<file path="src/rtl/muldiv_pkg.sv">
// Shared types and constants for the iterative RV32M multiply/divide unit.
// Op encodings mirror funct3 so the instruction field casts straight into opT.
package muldiv_pkg;

    localparam int          XLEN      = 32;
    localparam logic [4:0]  ITER_LAST = 5'd31;
    localparam logic [31:0] DIV0_QUOT = 32'hFFFF_FFFF;
    localparam logic [31:0] INT_MIN   = 32'h8000_0000;

    typedef enum logic [2:0] {
        OP_MUL    = 3'b000,
        OP_MULH   = 3'b001,
        OP_MULHSU = 3'b010,
        OP_MULHU  = 3'b011,
        OP_DIV    = 3'b100,
        OP_DIVU   = 3'b101,
        OP_REM    = 3'b110,
        OP_REMU   = 3'b111
    } opT;

    typedef enum logic [1:0] {
        IDLE = 2'd0,
        CALC = 2'd1,
        DONE = 2'd2
    } stateT;

    function automatic logic isDivOp(opT op);
        return op[2];
    endfunction

    // Remainder ops are the upper pair of the divide group.
    function automatic logic isRemOp(opT op);
        return op[2] & op[1];
    endfunction

    function automatic logic signedA(opT op);
        return (op inside {OP_MUL, OP_MULH, OP_MULHSU, OP_DIV, OP_REM});
    endfunction

    function automatic logic signedB(opT op);
        return (op inside {OP_MUL, OP_MULH, OP_DIV, OP_REM});
    endfunction

    function automatic logic [31:0] absVal(logic [31:0] v, logic neg);
        return neg ? -v : v;
    endfunction

endpackage

</file>
<file path="src/rtl/muldiv_iter.sv">
// One shift-add multiply or restoring-divide step per enable on a shared
// 64-bit register; accNext exposes the post-step value for result capture.
module muldiv_iter
    import muldiv_pkg::*;
(
    input  logic            clk,
    input  logic            rst,
    input  logic            load,
    input  logic [63:0]     loadVal,
    input  logic            en,
    input  logic            isDiv,
    input  logic [XLEN-1:0] opnd,
    output logic [63:0]     accNext
);

    logic [63:0] acc;
    logic [33:0] lhs;
    logic [33:0] rhs;
    logic [33:0] sum;

    // Divide: acc = {remainder, dividend/quotient}; multiply: acc = {partial, multiplier}.
    always_comb begin
        lhs     = '0;
        rhs     = '0;
        sum     = '0;
        accNext = acc;
        if (isDiv) begin
            lhs = {1'b0, acc[63:31]};
            rhs = {2'b00, opnd};
            sum = lhs - rhs;
            if (sum[33]) begin
                accNext = {acc[62:0], 1'b0};
            end else begin
                accNext = {sum[31:0], acc[30:0], 1'b1};
            end
        end else begin
            lhs     = {2'b00, acc[63:32]};
            rhs     = acc[0] ? {2'b00, opnd} : '0;
            sum     = lhs + rhs;
            accNext = {sum[32:0], acc[31:1]};
        end
    end

    always_ff @(posedge clk or negedge rst) begin
        if (!rst) begin
            acc <= '0;
        end else if (load) begin
            acc <= loadVal;
        end else if (en) begin
            acc <= accNext;
        end
    end

endmodule

</file>
<file path="src/rtl/muldiv_unit.sv">
// Iterative RV32M execution unit: 32-step multiply/divide with pipeline stall,
// RISC-V divide special cases resolved in one cycle, and a one-cycle done pulse.
module muldiv_unit
    import muldiv_pkg::*;
(
    input  logic            clk,
    input  logic            rst,
    input  logic            start,
    input  logic [2:0]      funct3,
    input  logic [XLEN-1:0] rs1_val,
    input  logic [XLEN-1:0] rs2_val,
    input  logic [4:0]      rd_addr,
    input  logic            flush,
    output logic            stall,
    output logic            done,
    output logic [XLEN-1:0] result,
    output logic [4:0]      wr_addr
);

    // Handshake: start is EX's valid and is held while stall=1; stall acts as
    // not-ready. A command is accepted when IDLE & start & ~flush, and its
    // result appears for exactly one cycle with done=1, during which stall=0
    // so the instruction leaves EX; start seen in DONE is never re-accepted.

    stateT           state;
    stateT           stateNext;
    opT              opIn;
    opT              opReg;
    logic [4:0]      rdReg;
    logic [4:0]      cnt;
    logic [XLEN-1:0] magB;
    logic            negRes;

    logic            signA;
    logic            signB;
    logic [XLEN-1:0] magAIn;
    logic [XLEN-1:0] magBIn;
    logic            negIn;
    logic            divZero;
    logic            divOvf;
    logic            special;
    logic [XLEN-1:0] specialVal;

    logic            accept;
    logic            iterEn;
    logic            lastIter;
    logic            iterIsDiv;
    logic [63:0]     accNext;
    logic [63:0]     prodFix;
    logic [XLEN-1:0] quotFix;
    logic [XLEN-1:0] remFix;
    logic [XLEN-1:0] calcVal;

    always_comb begin
        opIn    = opT'(funct3);
        signA   = signedA(opIn) & rs1_val[XLEN-1];
        signB   = signedB(opIn) & rs2_val[XLEN-1];
        magAIn  = absVal(rs1_val, signA);
        magBIn  = absVal(rs2_val, signB);
        negIn   = isRemOp(opIn) ? signA : (signA ^ signB);
        divZero = isDivOp(opIn) && (rs2_val == '0);
        divOvf  = (opIn inside {OP_DIV, OP_REM}) && (rs1_val == INT_MIN) && (rs2_val == '1);
        special = divZero | divOvf;
        if (divZero) begin
            specialVal = isRemOp(opIn) ? rs1_val : DIV0_QUOT;
        end else begin
            specialVal = isRemOp(opIn) ? '0 : INT_MIN;
        end
    end

    assign accept    = (state == IDLE) && start && !flush;
    assign iterEn    = (state == CALC) && !flush;
    assign lastIter  = (cnt == ITER_LAST);
    assign iterIsDiv = isDivOp(opReg);

    muldiv_iter uIter (
        .clk     (clk),
        .rst     (rst),
        .load    (accept),
        .loadVal ({{XLEN{1'b0}}, magAIn}),
        .en      (iterEn),
        .isDiv   (iterIsDiv),
        .opnd    (magB),
        .accNext (accNext)
    );

    // Sign fix and high/low selection on the value the final step produces.
    always_comb begin
        prodFix = negRes ? -accNext : accNext;
        quotFix = negRes ? -accNext[31:0] : accNext[31:0];
        remFix  = negRes ? -accNext[63:32] : accNext[63:32];
        case (opReg)
            OP_MUL:                       calcVal = prodFix[31:0];
            OP_MULH, OP_MULHSU, OP_MULHU: calcVal = prodFix[63:32];
            OP_DIV, OP_DIVU:              calcVal = quotFix;
            default:                      calcVal = remFix;
        endcase
    end

    always_ff @(posedge clk or negedge rst) begin
        if (!rst) begin
            state <= IDLE;
        end else begin
            state <= stateNext;
        end
    end

    always_comb begin
        stateNext = state;
        stall     = 1'b0;
        done      = 1'b0;
        if (flush) begin
            stateNext = IDLE;
        end else begin
            case (state)
                IDLE: begin
                    stall = start;
                    if (start) begin
                        stateNext = special ? DONE : CALC;
                    end
                end
                CALC: begin
                    stall = 1'b1;
                    if (lastIter) begin
                        stateNext = DONE;
                    end
                end
                DONE: begin
                    done      = 1'b1;
                    stateNext = IDLE;
                end
                default: stateNext = IDLE;
            endcase
        end
    end

    always_ff @(posedge clk or negedge rst) begin
        if (!rst) begin
            opReg   <= OP_MUL;
            rdReg   <= '0;
            cnt     <= '0;
            magB    <= '0;
            negRes  <= 1'b0;
            result  <= '0;
            wr_addr <= '0;
        end else if (accept) begin
            opReg  <= opIn;
            rdReg  <= rd_addr;
            magB   <= magBIn;
            negRes <= negIn;
            cnt    <= '0;
            if (special) begin
                result  <= specialVal;
                wr_addr <= rd_addr;
            end
        end else if (iterEn) begin
            cnt <= cnt + 5'd1;
            if (lastIter) begin
                result  <= calcVal;
                wr_addr <= rdReg;
            end
        end
    end

endmodule

</file>
<file path="config.mk">
export PLATFORM = sky130hd
export DESIGN_NAME = muldiv_unit
export DESIGN_NICKNAME = d
export VERILOG_FILES = /design/src/rtl/muldiv_pkg.sv /design/src/rtl/muldiv_iter.sv /design/src/rtl/muldiv_unit.sv
export SDC_FILE = /design/constraint.sdc
export NUM_CORES = 1
export LEC_CHECK = 0
export CORE_UTILIZATION = 50
export DETAILED_ROUTE_END_ITERATION = 16
export PLACE_DENSITY_LB_ADDON = 0.3
export RECOVER_POWER = 25
export SLEW_MARGIN = 10
export SYNTH_ARGS = -nofsm -noshare
export SYNTH_HDL_FRONTEND = slang
export SYNTH_SLANG_ARGS = --single-unit
export TNS_END_PERCENT = 30
</file>
<file path="constraint.sdc">
create_clock -name clk -period 14.7 [get_ports clk]
set_input_delay 3.675 -clock clk [delete_from_list [all_inputs] [get_ports clk]]
set_output_delay 3.675 -clock clk [all_outputs]
set_load 0.01 [all_outputs]
</file>
## Word-level counts from Yosys, hierarchy flattened

Cells that the tools add are included.

- Input bits: 76
- Register bits: 149

- Reduce and logical (&&, ||, !) cells: 20
- $add $sub $neg: 8
- Equality and inequality tests: 17
- Bitwise logic cells: 5
- Muxes and demuxes: 34

Operators by type and width:

| operator | number |
|---|---|
| $mux 32 | 12 |
| $mux 64 | 5 |
| $neg 32->32 | 4 |
| $pmux 32 s3 | 1 |
| $eq 32x32->1 const B | 2 |
| $neg 64->64 | 1 |
| $sub 33x32->34 | 1 |
| $add 32x33->33 | 1 |
| $logic_not 32->1 | 1 |
| $mux 5 | 6 |
| $eq 3x3->1 const B | 4 |
| $eq 3x2->1 const B | 3 |
| $mux 2 | 4 |
| $eq 3x1->1 const B | 2 |
| $logic_and 1x1->1 | 6 |
| $logic_not 3->1 | 2 |
| $ne 3x3->1 const B | 2 |
| $reduce_bool 2->1 | 3 |
| $add 5x1->5 const B | 1 |
| $eq 5x5->1 const B | 1 |
| $reduce_bool 5->1 | 1 |
| $mux 1 | 4 |
| $pmux 2 s2 | 1 |
| $reduce_bool 4->1 | 1 |
| other kinds (13) | 15 |

## Depth between registers and ports, before layout

Gate-level depths: netlist of the first run.

- Depth after elaboration: 9
- Depth in mapped cells: 22
- Gate-level depth less buffers: 20

## Cells and area by module

Synthesis of the first run repeated with hierarchy kept, for this count alone.

- Cell total of the unflattened synthesis: 2007
- Area total of the unflattened synthesis: 15469.8 µm²

By module, submodules not included:

| module | cells each | instances | seq. area each (µm²) | area each (µm²) |
|---|---|---|---|---|
| muldiv_iter | 1013 | 1 | 1601.5 | 7913.8 |
| muldiv_unit | 994 | 1 | 2127.0 | 7556.0 |

## Worst setup path before layout of the first run

Ideal clock, no wire load.

- Path kind: input -> output
- Start point: in flush
- End point: out stall
- Stages: 3
- Data arrival time: 4.816 ns
- Slack: 6.209 ns
- Path through: nor4b_1 nor2_1 inv_1

- Longest elaborated chain between the ends: 1

Ends and longest elaborated chain:

| element | RTL line | RTL |
|---|---|---|
| start: declaration | muldiv_unit.sv:13 | `input logic flush,` |
| $mux 1 | muldiv_unit.sv:112 | `if (flush) begin` |
| end: declaration | muldiv_unit.sv:14 | `output logic stall,` |

Every way passes these cells.

## Worst setup path after layout of the first run

Ends and elaborated chain as after synthesis.

==> metrics.md, run 1 <==
| Metric | Value |
|---|---|
| Sequential Power Share | 0.191 |
| NumNets Final | 2225 |
| Endpoints failing hold | 0 |
| Worst skew pair latency | 460 ps |
| Crit path buf inv count | 4 |
| Sequential area share after synthesis | 0.245 |
| Logic pwr share | 0.660 |
| EDFF count, synth | 0 |
| Row Count | 63 |
| Clock root buffer | clkbuf_16 |
| Largest net degree at the start of global routing | 92 |
| CP max stage cell | clkdlybuf4s50_1 |
| Via-to-Cell Ratio | between 6 and 7 |
| Rel. slew slack | -2.53 |
| Post-Syn Nets | around 2200 |
| Fin area | between 15000 and 20000 um2 |
| Clock tree buffer depth | 2 |
| Post-CTS setup buffer count | 0 |
| Worst Path Arrival | approximately 6200 ps |
| Worst slew pin tran | about 5300 ps |
| Mapped Area | 15200 um2 |
| Avg Inst Size Synth | 7.47 um2 |
| Worst path top cell family by delay | buffers and inverters |
| Clock skew | 16.3 ps |
| Initial antenna violation count | 0 |
| Routability cong. | around 0.95 |
| Most common cell in the netlist | nand2_1 |
| PortBufs | 114 |
| Largest cells by area after synthesis | dfrtp_1 (25%), o21ai_0 (7.3%), nand2_1 (7.2%) |
| H-tree levels | 4 |
| Failing checks | max-capacitance violations, max-slew violations |
| Setup violations, final | 0 |
| Crit end category | output pin |
| Worst VDD drop | roughly 120 uV |
| First-pass GRT wire length | 85600 um |
| Largest stage delay on the critical path | 620 ps |
| Max-cap violation count | 1 |
| Clock sink count | 149 |
| CP Max Fanout | 70 |
| CP cell instances | clkdlybuf4s50_1 -> nor2_1 -> and2_2 -> buf_4 -> nor2_2 -> inv_1 -> clkdlybuf4s50_1 |
| CP Class | input port to output pin |
| Largest area contributor in the netlist | dfrtp_1 |
| Leakage | 7.12 nW |
| Final wirelength | 55200 um |
| Vias in the first global route | around 15000 |
| Post-Syn Instances | just over 2000 |
| Tot Pwr | ~0.0035 W |
| Max-slew violations | 92 |
| DRT Pass-1 Iters | 5 |
| Worst setup SP type | input port |
| DR vias | 16500 |
| Die area | 31100 um2 |
| Outcome | finished, violations left |
| TNS Setup | 0 ps |
| Drt drc | 0 |
| Fin crit share | 0.669 |
| Die X | between 150 and 200 um |
| Clock-pin slew on the worst setup and hold paths | 60 ps |
| Total Routing Usage GR | 0.357 |
| Sw Ratio | 0.528 |
| Share of layout cells above drive strength 1 | 0.0426 |
| Clock network fraction of total power | 0.149 |
| Data required time at the worst endpoint | 11020 ps |
| Min cycle time layout | 9840 ps |
| Min-delay worst type | flip-flop to flip-flop |
| CTS tree | done |
| Top cells by count, synth | nand2_1 (291), o21ai_0 (223), dfrtp_1 (149), nor2_1 (144), a21oi_1 (130) |
| Remaining Overflow, GRT | 0 |
| Core Box Area | approximately 30000 um2 |
| Register bit total from synthesis | 149 |
| Avg WL per Cell | about 22 um |
| RSZ-0062 raised after global routing | false |
| Ys flop type | dfrtp_1 |
| Final ANT Viol Nets | 0 |
| Pwr/cell area | 202 nW/um2 |
| N_diodes | 0 |
| CTS Buf Count | 17 |
| Die Ht | 176 um |
| Dpl hpwl | 41300 um |
| DR iter-0 viols | 2061 |
| Pint | between 0.0015 and 0.002 W |
| F_max | 102 MHz |
| Asr flop ratio synth | 1.00 |
| Switching Power | about 0.0018 W |
| IO Pins | 115 |
| Yosys cell types | 84 |
| CTS Hold Bufs | 0 |
| Yosys warns | 0 |
| Starting Density | 0.510 |
| Most used cell along the critical path | clkdlybuf4s50_1 |
| Synth top area share | 0.245 |
| Placed Area | 16600 um2 |
| Area delta synth->final | 13.6% |
| Post-CTS sizing | 0 |
per-layer routing:
metal,track usage,vias up,part of all wire
li1,-,7591,-
met1,0.514,7916,0.44
met2,0.542,893,0.44
met3,0.0515,104,0.089
met4,0.121,0,0.030
met5,0,-,0
worst register-to-register path, delay by kind of cell, from the launching register on:
family                   cells  cell delay [ps]
AND/OR/NAND/NOR              5             2070
flip-flops                   1              490
buffers and inverters        2              480
AO/OA/AOI/OAI                8             2500
adder cells (fa/ha/maj)      1              380
power by group through the flow:
stage | logic, W | clock network (W) | registers, W
after global routing | 0.00249 | 0.000541 | 0.000670
final | 0.00230 | 0.000519 | 0.000664
after CTS | 0.00224 | 0.000522 | 0.000656
after detailed placement | 0.00223 | 0 | 0.000662
after floorplan | 0.00166 | 0 | 0.000582
after global placement | 0.00220 | 0 | 0.000659
final cells by class:
class / instances / area, um2
fill: 2845 / 12500
sequential: 149 / 3730
tap: 390 / 488
timing repair buffer: 140 / 1330
clock buffer: 18 / 429
clock inverter: 14 / 248
multi-input combinational: 1703 / 10800
inverter: 65 / 244
logic make-up (layout without fill, tap and decap cells):
| family | after synthesis | after routing | share of synthesized area |
|---|---|---|---|
| and+or+nand+nor | 744 | 744 | 0.237 |
| AOI/OAI and AO/OA | 693 | 693 | 0.295 |
| buffers and inverters | 183 | 237 | 0.0457 |
| DFF | 149 | 149 | 0.245 |
| xor gates and xnor gates | 147 | 147 | 0.0847 |
| adders and majority gates | 73 | 73 | 0.0611 |
| muxes | 46 | 46 | 0.0304 |
placed cells by master, fill, tap and decap left out, drive strengths merged, types with 8 or more instances in the layout:
master,instances
or2,9
dfrtp,149
buf,26
or4,11
ha,71
xor2,71
nand4,36
o211ai,61
a21oi,130
nand2,291
o31ai,24
o21ai,232
a21o,24
or3,27
a211oi,18
clkbuf,19
nor2b,8
a221oi,11
mux2i,45
o22ai,10
o21a,30
a22o,12
and3,20
and2,47
o221ai,9
nor3,45
nor4,22
nor2,144
o311ai,13
nand3,41
clkdlybuf4s50,113
a31oi,34
xnor2,76
inv,69
nand2b,14
flip-flops by register name, indices dropped and copies added, names as in the netlist:
name / count
uIter.acc: 64
magB: 32
result: 32
cnt: 5
rdReg: 5
wr_addr: 5
opReg: 3
state: 2
negRes: 1
through the flow:
step                       util  hold WS (ps)  setup slack (ps)  instances
after floorplan               -           440              6210       2035
after global placement    0.557           452              4930       2447
after detailed placement  0.557           460              4920       2447
after CTS                 0.579           474              4920       2479
after global routing      0.579           485              4720       2479
final                     0.579           473              4860       2479
path summary, 6_finish.rpt:
check	start	depth (start not counted)	slack [ps]	end
worst max-delay path	flush	7	4860	stall
worst min register to register	rdReg[1]	2	470	rdReg[1]
worst min-delay path	rdReg[1]	2	470	rdReg[1]
max in group asynchronous	rst	1	6600	rdReg[2]
min in group asynchronous	rst	1	5160	result[20]
worst max register to register	magB[20]	16	8700	result[27]
Note: power is estimated with default switching activity, not from simulation.
==> inputs of run 2 (changes only) <==
Clock period 14.7 ns to 10.15 ns, I/O delays scaled along.
==> run 2 against run 1 <==
Effect of this change: the flow still finishes with violations (max-capacitance violations, max-slew violations); total power grew 43%; sequential power grew 45%; non-clock buffer count grew 1; register-to-register slack lost 4600 ps; flip-flop and latch count is the same; first-iteration DRC count grew 4.4%; critical path type unchanged.
==> metrics.md, run 2 (synthesis results as in run 1) <==
| Metric | Value |
|---|---|
| F_max | 131 MHz |
| Failing checks | max-capacitance violations, max-slew violations |
| Worst hold endpoint | rdReg[4] |
| Row Count | 63 |
| Tot Pwr | 0.00498 W |
| DR iter-0 viols | ~2200 |
| Routability cong. | approximately 0.98 |
| Pwr/cell area | 289 nW/um2 |
| NumNets Final | 2226 |
| First-pass GRT wire length | 86200 um |
| Fin crit share | 0.754 |
| Most common cell after layout, fill and taps aside | nand2_1 |
| TNS Setup | 0 ps |
| Initial antenna violation count | 1 |
| Outcome | finished, violations left |
| Max-slew violations | 143 |
| CP Max Fanout | 70 |
| Share of layout cells above drive strength 1 | 0.0421 |
| Die X | 176 um |
| Via-to-Cell Ratio | 6.64 |
| Max reg flops | 64 |
| Fin util | 0.577 |
| Vias in the first global route | 15500 |
| R2R depth | 16 |
| Clock sink count | roughly 150 |
| Clock tree buffer depth | 2 |
| Rel. slew slack | -1.85 |
| Clock skew | around 15 ps |
| RSZ-0062 raised after global routing | false |
| CP Class | input port to output pin |
| Reg2Reg Setup Slack | 4100 ps |
| Top reg by flops | uIter.acc |
| Worst hold stages | 2 |
| Fin area | about 17000 um2 |
| Worst Path Arrival | around 5000 ps |
| Max-cap violation count | 2 |
| DR vias | 16500 |
| Final ANT Viol Nets | 0 |
| Leakage | 7.09 nW |
| Core Box Area | ~30000 um2 |
| Remaining Overflow, GRT | 0 |
| Worst slew pin tran | 4270 ps |
| Crit end category | output pin |
| Biggest regs | uIter.acc: 64 flops, magB: 32 flops, result: 32 flops |
| Min-delay worst type | flip-flop to flip-flop |
| IO Pins | approximately 120 |
| Hold Crit Start | rdReg[4] |
| Endpoints failing hold | 0 |
| Worst r2r src | uIter.acc[0] |
| Drt drc | 0 |
| Worst setup SP type | input port |
| Clock-pin slew on the worst setup and hold paths | about 70 ps |
| CTS Buf Count | 17 |
| Placed Area | 16600 um2 |
| Avg WL per Cell | roughly 22 um |
| Die area | 31100 um2 |
| Post-CTS sizing | 0 |
| Starting Density | 0.510 |
| Largest net degree at the start of global routing | 80 |
| Clock root buffer | clkbuf_16 |
| Setup violations, final | 0 |
| PortBufs | about 110 |
| Final wirelength | 54400 um |
| Worst VDD drop | 180 uV |
| Min cycle time layout | 7650 ps |
| H-tree levels | 4 |
| Dpl hpwl | about 40000 um |
| Post-CTS setup buffer count | 0 |
| Data required time at the worst endpoint | 7610 ps |
| Worst skew pair latency | roughly 450 ps |
| Commonest cells after routing, fill and taps aside | nand2_1 (291), o21ai_0 (223), dfrtp_1 (147) |
| DRT Pass-1 Iters | 7 |
| WHS | 473 ps |
| Total Routing Usage GR | 0.356 |
| RR Endpoint | result[30] |
| CTS tree | done |
| Area delta synth->final | 13.2% |
| CTS Hold Bufs | 0 |
| Die Ht | around 180 um |
-- run 2: power by group --
part,internal (W),switching [W]
combinational,0.00118,0.00214
sequential,0.000728,0.000232
clock,0.000383,0.000308
total,0.00229,0.00268
-- run 2: cell type report --
class | count | area [um2]
fill | 2760 | 12600
multi-input combinational | 1703 | 10800
sequential | 149 | 3730
timing repair buffer | 141 | 1330
tap | 390 | 488
clock buffer | 18 | 439
inverter | 65 | 244
clock inverter | 14 | 185
antenna | 1 | 2.50
-- run 2: metal layers --
| layer | track usage | vias to the layer above | part of all wire | wire (um) |
|---|---|---|---|---|
| li1 | - | 7596 | - | - |
| met1 | 0.498 | 7842 | 0.44 | 23800 |
| met2 | 0.542 | 918 | 0.44 | 23700 |
| met3 | 0.0650 | 126 | 0.093 | 5080 |
| met4 | 0.134 | 2 | 0.034 | 1840 |
| met5 | 0 | - | 0.00031 | 17 |
-- run 2: how the worst max path moves through the flow --
stage,start,to,cells past startpoint
4_1_cts,flush,stall,7
3_5_place_dp,flush,stall,7
3_3_place_gp,flush,stall,7
6_report,flush,stall,7
2_1_floorplan,flush,stall,3
5_1_grt,flush,stall,7
-- run 2: critical path, stage by stage --
cell,delay [ps]
dlygate4sd3_1,570
nor2_1,220
and2_2,180
buf_4,590
nor2_2,70
inv_1,330
clkdlybuf4s50_1,610
-- run 2: through the flow --
step | cells | worst slack, ps
after floorplan | 2035 | 3930
after global placement | 2448 | 2670
after detailed placement | 2448 | 2640
after CTS | 2480 | 2630
after global routing | 2480 | 2380
final | 2481 | 2500
